**src/rtl/regfile_wb_scheduler.sv**
```systemverilog
// Writeback arbiter for the register file write port.
// Tracks pending destination registers for hazard detection.
module regfile_wb_scheduler #(
   parameter int N = 32
) (
   input  logic         clk,
   input  logic         rst,
   input  logic         wb0_valid,
   input  logic [4:0]   wb0_rd,
   input  logic [N-1:0] wb0_data,
   output logic         wb0_ready,
   input  logic         wb1_valid,
   input  logic [4:0]   wb1_rd,
   input  logic [N-1:0] wb1_data,
   output logic         wb1_ready,
   output logic         rf_write,
   output logic [4:0]   rf_write_reg,
   output logic [N-1:0] rf_write_data,
   input  logic         iss_valid,
   input  logic [4:0]   iss_rd,
   input  logic [4:0]   rs1,
   input  logic [4:0]   rs2,
   output logic         hazard,
   input  logic         flush,
   output logic [31:0]  busy_vec
);

   // 1 means wb1 was granted most recently
   logic         last_q;
   logic         gnt0;
   logic         gnt1;
   logic         hs;
   logic [4:0]   hs_rd;
   logic [N-1:0] hs_data;
   logic         rf_write_q;
   logic [4:0]   rf_reg_q;
   logic [N-1:0] rf_data_q;
   logic [31:0]  busy_q;
   logic [31:0]  busy_d;

   always_comb begin
      gnt0 = wb0_valid & (~wb1_valid | last_q);
      gnt1 = wb1_valid & ~gnt0;
   end

   assign hs      = gnt0 | gnt1;
   assign hs_rd   = gnt0 ? wb0_rd : wb1_rd;
   assign hs_data = gnt0 ? wb0_data : wb1_data;

   // Clear, then set, then flush: later wins
   always_comb begin
      busy_d = busy_q;
      if (hs) begin
         busy_d[hs_rd] = 1'b0;
      end
      if (iss_valid) begin
         busy_d[iss_rd] = 1'b1;
      end
      if (flush) begin
         busy_d = '0;
      end
      busy_d[0] = 1'b0;
   end

   always_ff @(posedge clk or negedge rst) begin
      if (!rst) begin
         last_q     <= 1'b1;
         rf_write_q <= 1'b0;
         rf_reg_q   <= '0;
         rf_data_q  <= '0;
         busy_q     <= '0;
      end else begin
         if (hs) begin
            last_q <= gnt1;
         end
         rf_write_q <= hs & (hs_rd != 5'd0);
         if (hs && (hs_rd != 5'd0)) begin
            rf_reg_q  <= hs_rd;
            rf_data_q <= hs_data;
         end
         busy_q <= busy_d;
      end
   end

   assign wb0_ready     = gnt0;
   assign wb1_ready     = gnt1;
   assign rf_write      = rf_write_q;
   assign rf_write_reg  = rf_reg_q;
   assign rf_write_data = rf_data_q;
   assign busy_vec      = busy_q;
   assign hazard        = busy_q[rs1] | busy_q[rs2];

endmodule

```
**config.mk**
```make
export PLATFORM = sky130hd
export DESIGN_NAME = regfile_wb_scheduler
export DESIGN_NICKNAME = d
export VERILOG_FILES = /design/src/rtl/regfile_wb_scheduler.sv
export SDC_FILE = /design/constraint.sdc
export NUM_CORES = 1
export LEC_CHECK = 0
export ABC_AREA = 0
export ABC_CLOCK_PERIOD_IN_PS = 2150
export CAP_MARGIN = 15
export CORE_UTILIZATION = 43
export DETAILED_ROUTE_END_ITERATION = 8
export GPL_ROUTABILITY_DRIVEN = 0
export GPL_TIMING_DRIVEN = 0
export PLACE_DENSITY = 0.79
export SLEW_MARGIN = 20
export SYNTH_ARGS = -nofsm -noshare
export SYNTH_HDL_FRONTEND = slang
export SYNTH_SLANG_ARGS = --single-unit
```
**constraint.sdc**
```tcl
create_clock -name clk -period 2.15 [get_ports clk]
set_clock_uncertainty 0.05 [all_clocks]
set_input_delay 0.3225 -clock clk [delete_from_list [all_inputs] [get_ports clk]]
set_output_delay 0.3225 -clock clk [all_outputs]
set_load 0.01 [all_outputs]
```
# Word-level counts from Yosys, hierarchy flattened
# Cells that the tools add are included.
[word_totals]
in_bits = 95
out_inout_bits = 73
word_cells = 39
regBits = 70
[op_classes]
n_bitwise = 11
n_reduce_logical = 4
magnitude_cmp = 6
mux = 13
[op_table]
columns = ["op", "n"]
rows = [
  ["two-way mux 32 bit", 4],
  ["AND 32 bit", 1],
  ["NOT 32 bit", 1],
  ["OR 32 bit", 1],
  ["less-than comparator 5 x 6 -> 1 bit, second input constant", 4],
  ["binary-select mux 1 bit (select 5 bit)", 2],
  ["demux 1 bit (select 5 bit)", 2],
  ["greater-or-equal comparator 5 x 1 -> 1 bit, second input constant", 2],
  ["two-way mux 5 bit", 1],
  ["nonzero test 5 bit", 1],
  ["two-way mux 1 bit", 4],
  ["AND 1 bit", 3],
  ["logical AND 1 bit", 3],
  ["OR 1 bit", 3],
  ["NOT 1 bit", 2],
]

# Depth between registers and ports, before layout
# Gate-level depths: netlist (run 1).
[depth]
ltp_word = 14
mapped_depth = 8
ltp_nobuf = 6

# Least setup slack after synthesis (run 1)
# OpenSTA, ideal clock, no wires.
[synth_path]
kind = "input to output"
start = "input rs2[1]"
end = "output hazard"
t_arrival_ns = 1.503
setup_slack_ns = 0.275
path_stages = 6
n_path_buf = 1
cell_sequence = "clkbuf_1 mux2_1 a221oi_1 a2111oi_0 nor3_1 nand3_1"
[synth_between]
elab_chain_len = 3
[synth_rtl]
columns = ["element", "line", "source"]
rows = [
  ["from (decl)", "22", "input logic [4:0] rs2,"],
  ["binary-select mux 1 bit (select 5 bit)", "91", "assign hazard = busy_q[rs1] | busy_q[rs2];"],
  ["two-way mux 1 bit (not written as such)", "91", ""],
  ["OR 1 bit", "91", ""],
  ["to (decl)", "23", "output logic hazard,"],
]
# No other way between the ends. The select of a mux whose other input is x is not followed.

# Worst setup path in the final report (run 1)
[layout_path]
start = "register busy_q[1], in the netlist busy_vec[1]"
end = "output hazard"
[layout_between]
elab_chain_len = 3
[layout_rtl]
columns = ["element", "line", "source"]
rows = [
  ["from (decl)", "38", "logic [31:0] busy_q;"],
  ["from (signal assigned)", "81", "busy_q <= busy_d;"],
  ["binary-select mux 1 bit (select 5 bit)", "91", ""],
  ["two-way mux 1 bit (not written as such)", "91", ""],
  ["OR 1 bit (*)", "91", ""],
]
# Every way passes the cells marked *; elsewhere a longest branch is shown, timed or not. The select of a mux whose other input is x is not followed.

==> results of run 1 <==
[worst min path at each step]
stage / end / from / slack, ns / cells after the start
CTS: rf_write_data[7] / rst / 0.29 / 2
global route: rf_write_data[10] / rst / 0.32 / 2
finish: rf_write_data[7] / rst / 0.31 / 2
floorplan: busy_vec[10] / rst / -0.02 / 0
global placement: rf_write_reg[4] / rf_write_reg[4] / 0.42 / 2
detailed placement: rf_write_data[9] / rst / 0.13 / 1
[logic make-up after synthesis]
kind of cell / count (synthesis) / share of synthesized area [%]
compound gates: 136 / 22.37
mux: 20 / 9.254
other cells: 1 / 0.09801
simple gates: 156 / 18.18
buf+inv: 33 / 4.284
flops: 70 / 45.81
[synth_stat cells (all sizes together), types with 3 or more instances]
cell type	number	area, um2
nand3	4	20.02
mux2	3	33.78
a21oi	39	198.9
mux2i	5	50.05
a2111oi	3	26.28
o21ai	31	155.1
clkbuf	10	37.54
o22ai	37	231.5
and3	5	31.28
mux4	12	270.3
a221o	3	30.03
inv	9	36.29
a211oi	4	30.03
nand4b	4	35.03
o31ai	5	51.30
nor3	4	20.02
buf	14	90.08
a31oi	5	58.80
nor3b	6	45.04
nor2	76	285.3
dfrtp	69	1727
nand2	43	161.4
[area by class of cell]
class	instances	area (um2)	area share, %
sequential	70	1753	29.36
clock buffer	13	158.9	2.662
clock inverter	3	67.56	1.132
buffer	24	136.4	2.285
timing repair buffer	173	1719	28.80
inverter	9	36.28	0.6078
multi-input combinational	313	1963	32.89
tap	108	135.1	2.264
[layer usage]
layer	vias to the layer above	track usage (%)	wire length, um
met5	-	0	0
met4	0	14.09	321
met3	31	9.242	1357
met2	218	48.11	6238
met1	1935	32.67	4853
li1	1893	-	-
[through the flow]
step,total power [mW],util (%)
2_1_floorplan,1.938,-
3_3_place_gp,2.507,64.33
3_5_place_dp,2.533,64.62
4_1_cts,3.749,68.28
5_1_grt,3.913,68.79
6_report,3.742,68.79
[where the power goes]
| group | total, mW | switching [mW] | internal (mW) |
|---|---|---|---|
| Combinational | 1.02 | 0.487 | 0.532 |
| Sequential | 1.52 | 0.0737 | 1.44 |
| Clock | 1.21 | 0.488 | 0.718 |
| Total | 3.74 | 1.05 | 2.69 |
[repair_timing]
action / CTS / global route
hold buffers: 1 / 0
endpoints found under the setup margin: 18 / 45
setup buffers: 6 / 2
resized for setup: 19 / 11
gates cloned: 1 / 0
pin swaps: 2 / 6
hold endpoints to repair: 11 / 0
==> results.txt, run 1 <==
----------------------------------------------------
[STA]
  Setup TNS ... -0.1630 ns
  Peak Freq ... 432.3 MHz
  Post-Route Hold Slack ... 0.3090 ns
  Max-slew headroom ... 38.88%
  Final count of negative-setup-slack endpoints ... 1
  Final critical-path required period ... 2.313 ns
  Number of max-slew violations in the final report ... 0
  Worst-case setup margin in the final layout ... -0.1630 ns
  Final period utilization ... 107.6%
  Measured slew at the worst slew-check pin ... 0.9148 ns
  Unrepaired setup endpoints after global routing ... yes
  Number of endpoints with negative hold slack in the final report ... 0

[Layout]
  Area of all placed cells without fillers ... 0.005969 mm2
  Total of fill cells in the finished design ... 706
  Final antenna diode count ... 0
  Synthesis-to-layout area growth ... 56.02%
  Most common library cell in the layout ignoring fill and taps ... sky130_fd_sc_hd__clkdlybuf4s50_1
  Final cell count without fillers ... 713
  Commonest cells after routing, fill and taps aside ... 153 x sky130_fd_sc_hd__clkdlybuf4s50_1, 76 x sky130_fd_sc_hd__nor2_1, 69 x sky130_fd_sc_hd__dfrtp_1
  Layout net count ... 695
  Number of flip-flops in the largest register ... 32
  Fraction of final layout cells sized beyond drive strength 1 ... 11.40%

[Setup path]
  Largest delay contributor family on the critical path ... flip-flops
  Critical-path top delay cell ... sky130_fd_sc_hd__dfrtp_1
  Required time of the critical path ... 1.78 ns
  Arrival time at the worst endpoint ... 1.94 ns
  Series of cell instances along the critical path ... mux2_1 > a221oi_1 > a2111oi_1 > nor3_2 > nand3_1 > buf_2
  Capture instance of the worst register-to-register path ... rf_write_data[19]
  End point of the critical path ... hazard
  Number of cells on the worst reg-to-reg path ... 8
  Type of the worst setup path ... reg -> out
  Worst Path Buf+Inv ... 1
  Number of stages on the worst setup path ... 6
  Largest driver fanout on the critical path ... 4
  Startpoint types ... flip-flop
  Timing startpoint of the critical path ... busy_vec[1]
  Largest stage delay, worst path ... 0.43 ns
  Capturing element type of the critical path ... primary output
  Setup slack on the worst flop-to-flop path ... 0.11 ns
  Critical register-to-register path startpoint ... last_q

[Global routing]
  Maximum number of pins on one net before global-route repair ... 60
  Total routing resource utilization after global routing ... 28.57%
  Vias in the first global route ... 4082
  Leftover overflow at the end of global routing ... 0
  Antenna violations before repair ... 0
  First-pass GRT wire length ... 19900 um

[Place]
  Worst slack at placement ... -0.7089 ns
  Number of port buffers ... 162
  Count of placed standard cells including taps ... 687
  Detailed-placement wirelength estimate ... 9502 um
  Placed instance area ... 0.005608 mm2

[Floorplanning]
  Die span in x ... 96.33 um
  Die footprint ... 0.009279 mm2
  Area inside the core boundary ... 0.008678 mm2
  Chip Height ... 96.33 um
  Standard-cell rows ... 34
  IO Pins ... 168
  Initial core utilization ... 44.09%

[Clock tree]
  Largest buffer count on any clock path ... 2
  Clock transition time at the flip-flop clock pins of the worst setup and hold paths ... 0.07 ns
  Sinks on the clock net ... 70
  Inserted Clock Buffers ... 9
  Insertion delay of the later-clocked pin in the worst-skew pair ... 0.34 ns
  Clock tree from TritonCTS ... built
  Clock root cell ... sky130_fd_sc_hd__clkbuf_8
  Number of levels the H-tree was split into ... 3

[Logic synthesis]
  Mean Syn Cell Area ... 9.198 um2
  Top_reg_cell synth ... sky130_fd_sc_hd__dfrtp_1
  Post-synthesis cell area ... 0.003826 mm2
  Number of distinct library cell variants in the gate-level netlist after synthesis ... 52
  Net count of the mapped netlist ... 511
  Post-synthesis instance total ... 416
  Number of enable flip-flop cells after synthesis ... 0
  Portion of the post-synthesis area used by sequential elements ... 45.81%
  FF+latch count, synth ... 70
  Async set-or-reset flop fraction in the synthesized netlist ... 100.0%
  Number of warnings issued by yosys ... 0

[Power]
  Highest ir drop seen on vdd ... 0.0004307 V
  Areal power density over the cells ... 626.8 mW/mm2
  Leakage component of the power ... 2.384 nW

[Routing]
  Number of DRC violations after detailed-routing iteration 0 ... 219
  Detail-routed net length per standard cell ... 17.91 um
  Total vias in the final route ... 4077
  ANT nets after route ... 0
  Total Wirelength ... 12770 um
  Number of search-and-repair iterations in the first detailed-routing pass ... 4
  Number of design rule violations left after detail routing ... 0
  Ratio of routed vias to standard cells ... 5.718

[Worst hold path]
  Hold Crit Class ... in -> async

[Run]
  Max Cap Viol ... 0

[Run status]
  Violated checks ... setup timing
  Status ... finished with violations

----------------------------------------------------
Note: power is estimated with default switching activity, not from simulation.
==> run 2: changes to the inputs <==
--- a/config.mk
+++ b/config.mk
@@ -12,7 +12,7 @@
 export DETAILED_ROUTE_END_ITERATION = 8
 export GPL_ROUTABILITY_DRIVEN = 0
 export GPL_TIMING_DRIVEN = 0
-export PLACE_DENSITY = 0.79
+export PLACE_DENSITY = 0.82
 export SLEW_MARGIN = 20
 export SYNTH_ARGS = -nofsm -noshare
 export SYNTH_HDL_FRONTEND = slang
==> run 2 against run 1 <==
  * The run still ends with setup timing left
  * Worst setup slack got worse by 0.098 ns
  * Sequential power barely moved
  * First-iteration DRC count fell by 7.3%
  * Largest power group unchanged
  * Core utilization fell by 0.88 points
  * Highest routed layer unchanged
  * Total power fell by 7.0%
  * Global-route usage rose by 0.063 points
  * Routed wire length rose by 0.99%
==> results.txt, run 2 (same netlist as run 1, synthesis figures left out) <==
----------------------------------------------------
[Floorplanning]
  Chip Height ... 96.33 um (unchanged)
  Initial core utilization ... 44.09% (unchanged)
  Die span in x ... 96.33 um (unchanged)
  Standard-cell rows ... 34 (unchanged)
  Area inside the core boundary ... 0.008678 mm2 (unchanged)
  IO Pins ... 168 (unchanged)
  Die footprint ... 0.009279 mm2 (unchanged)

[Layout]
  Final cell count without fillers ... 711 (-0.28%)
  Area of all placed cells without fillers ... 0.005893 mm2 (-1.3%)
  Layout net count ... 693 (-0.29%)
  Total of fill cells in the finished design ... 674 (-4.5%)
  Final antenna diode count ... 0 (unchanged)
  Synthesis-to-layout area growth ... 54.02%
  Number of flip-flops in the largest register ... 32 (unchanged)
  Most common library cell in the layout ignoring fill and taps ... sky130_fd_sc_hd__clkdlybuf4s50_1
  Commonest cells after routing, fill and taps aside ... 156 x sky130_fd_sc_hd__clkdlybuf4s50_1, 76 x sky130_fd_sc_hd__nor2_1, 69 x sky130_fd_sc_hd__dfrtp_1
  Fraction of final layout cells sized beyond drive strength 1 ... 10.61% (-0.79 points)

[Power]
  Highest ir drop seen on vdd ... 0.0004879 V (+13%)
  Areal power density over the cells ... 590.6 mW/mm2 (-5.8%)
  Leakage component of the power ... 2.328 nW (-2.4%)

[Routing]
  Number of search-and-repair iterations in the first detailed-routing pass ... 4 (unchanged)
  Detail-routed net length per standard cell ... 18.14 um (+1.3%)
  Ratio of routed vias to standard cells ... 5.772 (+0.95%)
  Number of DRC violations after detailed-routing iteration 0 ... 203 (-7.3%)
  ANT nets after route ... 0 (unchanged)
  Total Wirelength ... 12900 um (+0.99%)
  Total vias in the final route ... 4104 (+0.66%)
  Number of design rule violations left after detail routing ... 0 (unchanged)

[STA]
  Unrepaired setup endpoints after global routing ... yes
  Final count of negative-setup-slack endpoints ... 1 (unchanged)
  Peak Freq ... 414.8 MHz (-4.0%)
  Number of max-slew violations in the final report ... 0 (unchanged)
  Final period utilization ... 112.1% (+4.5 points)
  Setup TNS ... -0.2606 ns (-0.09759 ns)
  Number of endpoints with negative hold slack in the final report ... 0 (unchanged)
  Measured slew at the worst slew-check pin ... 0.9641 ns (+0.04932 ns)
  Worst-case setup margin in the final layout ... -0.2606 ns (-0.09759 ns)
  Max-slew headroom ... 35.58% (-3.3 points)
  Post-Route Hold Slack ... 0.3573 ns (+0.04839 ns)
  Final critical-path required period ... 2.411 ns (+0.09759 ns)

[Setup path]
  Critical-path top delay cell ... sky130_fd_sc_hd__a2111oi_0
  Timing startpoint of the critical path ... busy_vec[4]
  Setup slack on the worst flop-to-flop path ... 0.13 ns (+0.02 ns)
  Arrival time at the worst endpoint ... 2.04 ns (+0.10 ns)
  Type of the worst setup path ... reg -> out
  Series of cell instances along the critical path ... mux4_2 > inv_1 > a2111oi_0 > nor3_2 > nand3_1 > buf_2
  Critical register-to-register path startpoint ... last_q
  Largest driver fanout on the critical path ... 4 (unchanged)
  Largest stage delay, worst path ... 0.66 ns (+0.23 ns)
  Capturing element type of the critical path ... primary output
  Required time of the critical path ... 1.78 ns (about the same)
  Startpoint types ... flip-flop

[Clock tree]
  Number of levels the H-tree was split into ... 3 (unchanged)
  Largest buffer count on any clock path ... 2 (unchanged)
  Clock root cell ... sky130_fd_sc_hd__clkbuf_8
  Clock tree from TritonCTS ... built
  Sinks on the clock net ... 70 (unchanged)
  Clock transition time at the flip-flop clock pins of the worst setup and hold paths ... 0.07 ns (about the same)
  Insertion delay of the later-clocked pin in the worst-skew pair ... 0.35 ns (about the same)
  Inserted Clock Buffers ... 9 (unchanged)

[Place]
  Number of port buffers ... 162 (unchanged)
  Count of placed standard cells including taps ... 687 (unchanged)
  Detailed-placement wirelength estimate ... 9609 um (+1.1%)
  Worst slack at placement ... -0.7448 ns (-0.03587 ns)
  Placed instance area ... 0.005608 mm2 (unchanged)

[Global routing]
  Leftover overflow at the end of global routing ... 0 (unchanged)
  Total routing resource utilization after global routing ... 28.64% (+0.063 points)
  Vias in the first global route ... 3968 (-2.8%)
  Met3 Usage GRT ... 10.74% (+1.5 points)
  Antenna violations before repair ... 0 (unchanged)
  Maximum number of pins on one net before global-route repair ... 50 (-17%)
  First-pass GRT wire length ... 19690 um (-1.0%)
  Global routing's busiest layer ... met2
  Met2 usage ... 49.41% (+1.3 points)
  Met1 capacity usage during global routing ... 31.69% (-0.98 points)

[Worst hold path]
  Hold Crit Class ... in -> async

[Run status]
  Violated checks ... setup timing
  Status ... finished with violations

[Run]
  Max Cap Viol ... 0 (unchanged)

----------------------------------------------------
==> run 2: changes by cell type in the layout (fill, tap and decap cells not counted), sizes merged <==
cell           before  now
bufinv              2    0
clkdlybuf4s50     153  156
dlymetal6s2s        3    0
dlygate4sd2         2    3
buf                26   25
clkinvlp            1    0
clkinv              0    1
==> run 2: cell type report <==
cell class / count / area [um2] / area share [%]
Buffer: 23 / 137.6 / 2.335
Timing Repair Buffer: 172 / 1712 / 29.04
Clock buffer: 15 / 156.4 / 2.654
Inverter: 9 / 36.28 / 0.6157
Clock inverter: 1 / 5.005 / 0.08493
Multi-Input combinational cell: 313 / 1958 / 33.23
Sequential cell: 70 / 1753 / 29.75
Tap cell: 108 / 135.1 / 2.293
==> run 2: timing repair <==
action,4_1_cts,5_1_grt
hold buffers,1,0
hold endpoints to repair,21,0
pin swaps,1,3
setup endpoints to repair,19,38
gates resized for setup,16,10
setup buffers,4,3
cloned,1,0
==> run 2: per-stage QoR <==
stage / power (mW) / utilization [%]
after floorplan: 1.938 / -
after global placement: 2.505 / 64.33
after detailed placement: 2.534 / 64.62
after CTS: 3.477 / 67.29
after global routing: 3.646 / 67.91
final: 3.481 / 67.91
==> run 2: final timing paths <==
kind                                endpoint  depth (start not counted)
max                                   hazard                          6
min reg2reg                rf_write_data[30]                          2
max reg2reg                rf_write_data[18]                          8
min in group clk           rf_write_data[30]                          2
min                        rf_write_data[10]                          2
max in group asynchronous             last_q                          3
==> run 2: layer usage <==
layer	part of all wire [%]	wire length (um)
met1	37	4792
met2	49	6368
met3	11	1453
met4	2.2	283
met5	0	0
==> run 2: power by group <==
group,switching (mW),internal (mW)
sequential,0.0744,1.44
clock,0.486,0.452
combinational,0.487,0.538
==> run 2: worst max-delay path, delay by kind of cell (launching register included) <==
family / cells / cell delay, ns
buffers and inverters: 2 / 0.19
DFF: 1 / 0.39
AOI/OAI and AO/OA: 1 / 0.66
muxes: 1 / 0.24
and+or+nand+nor: 2 / 0.21
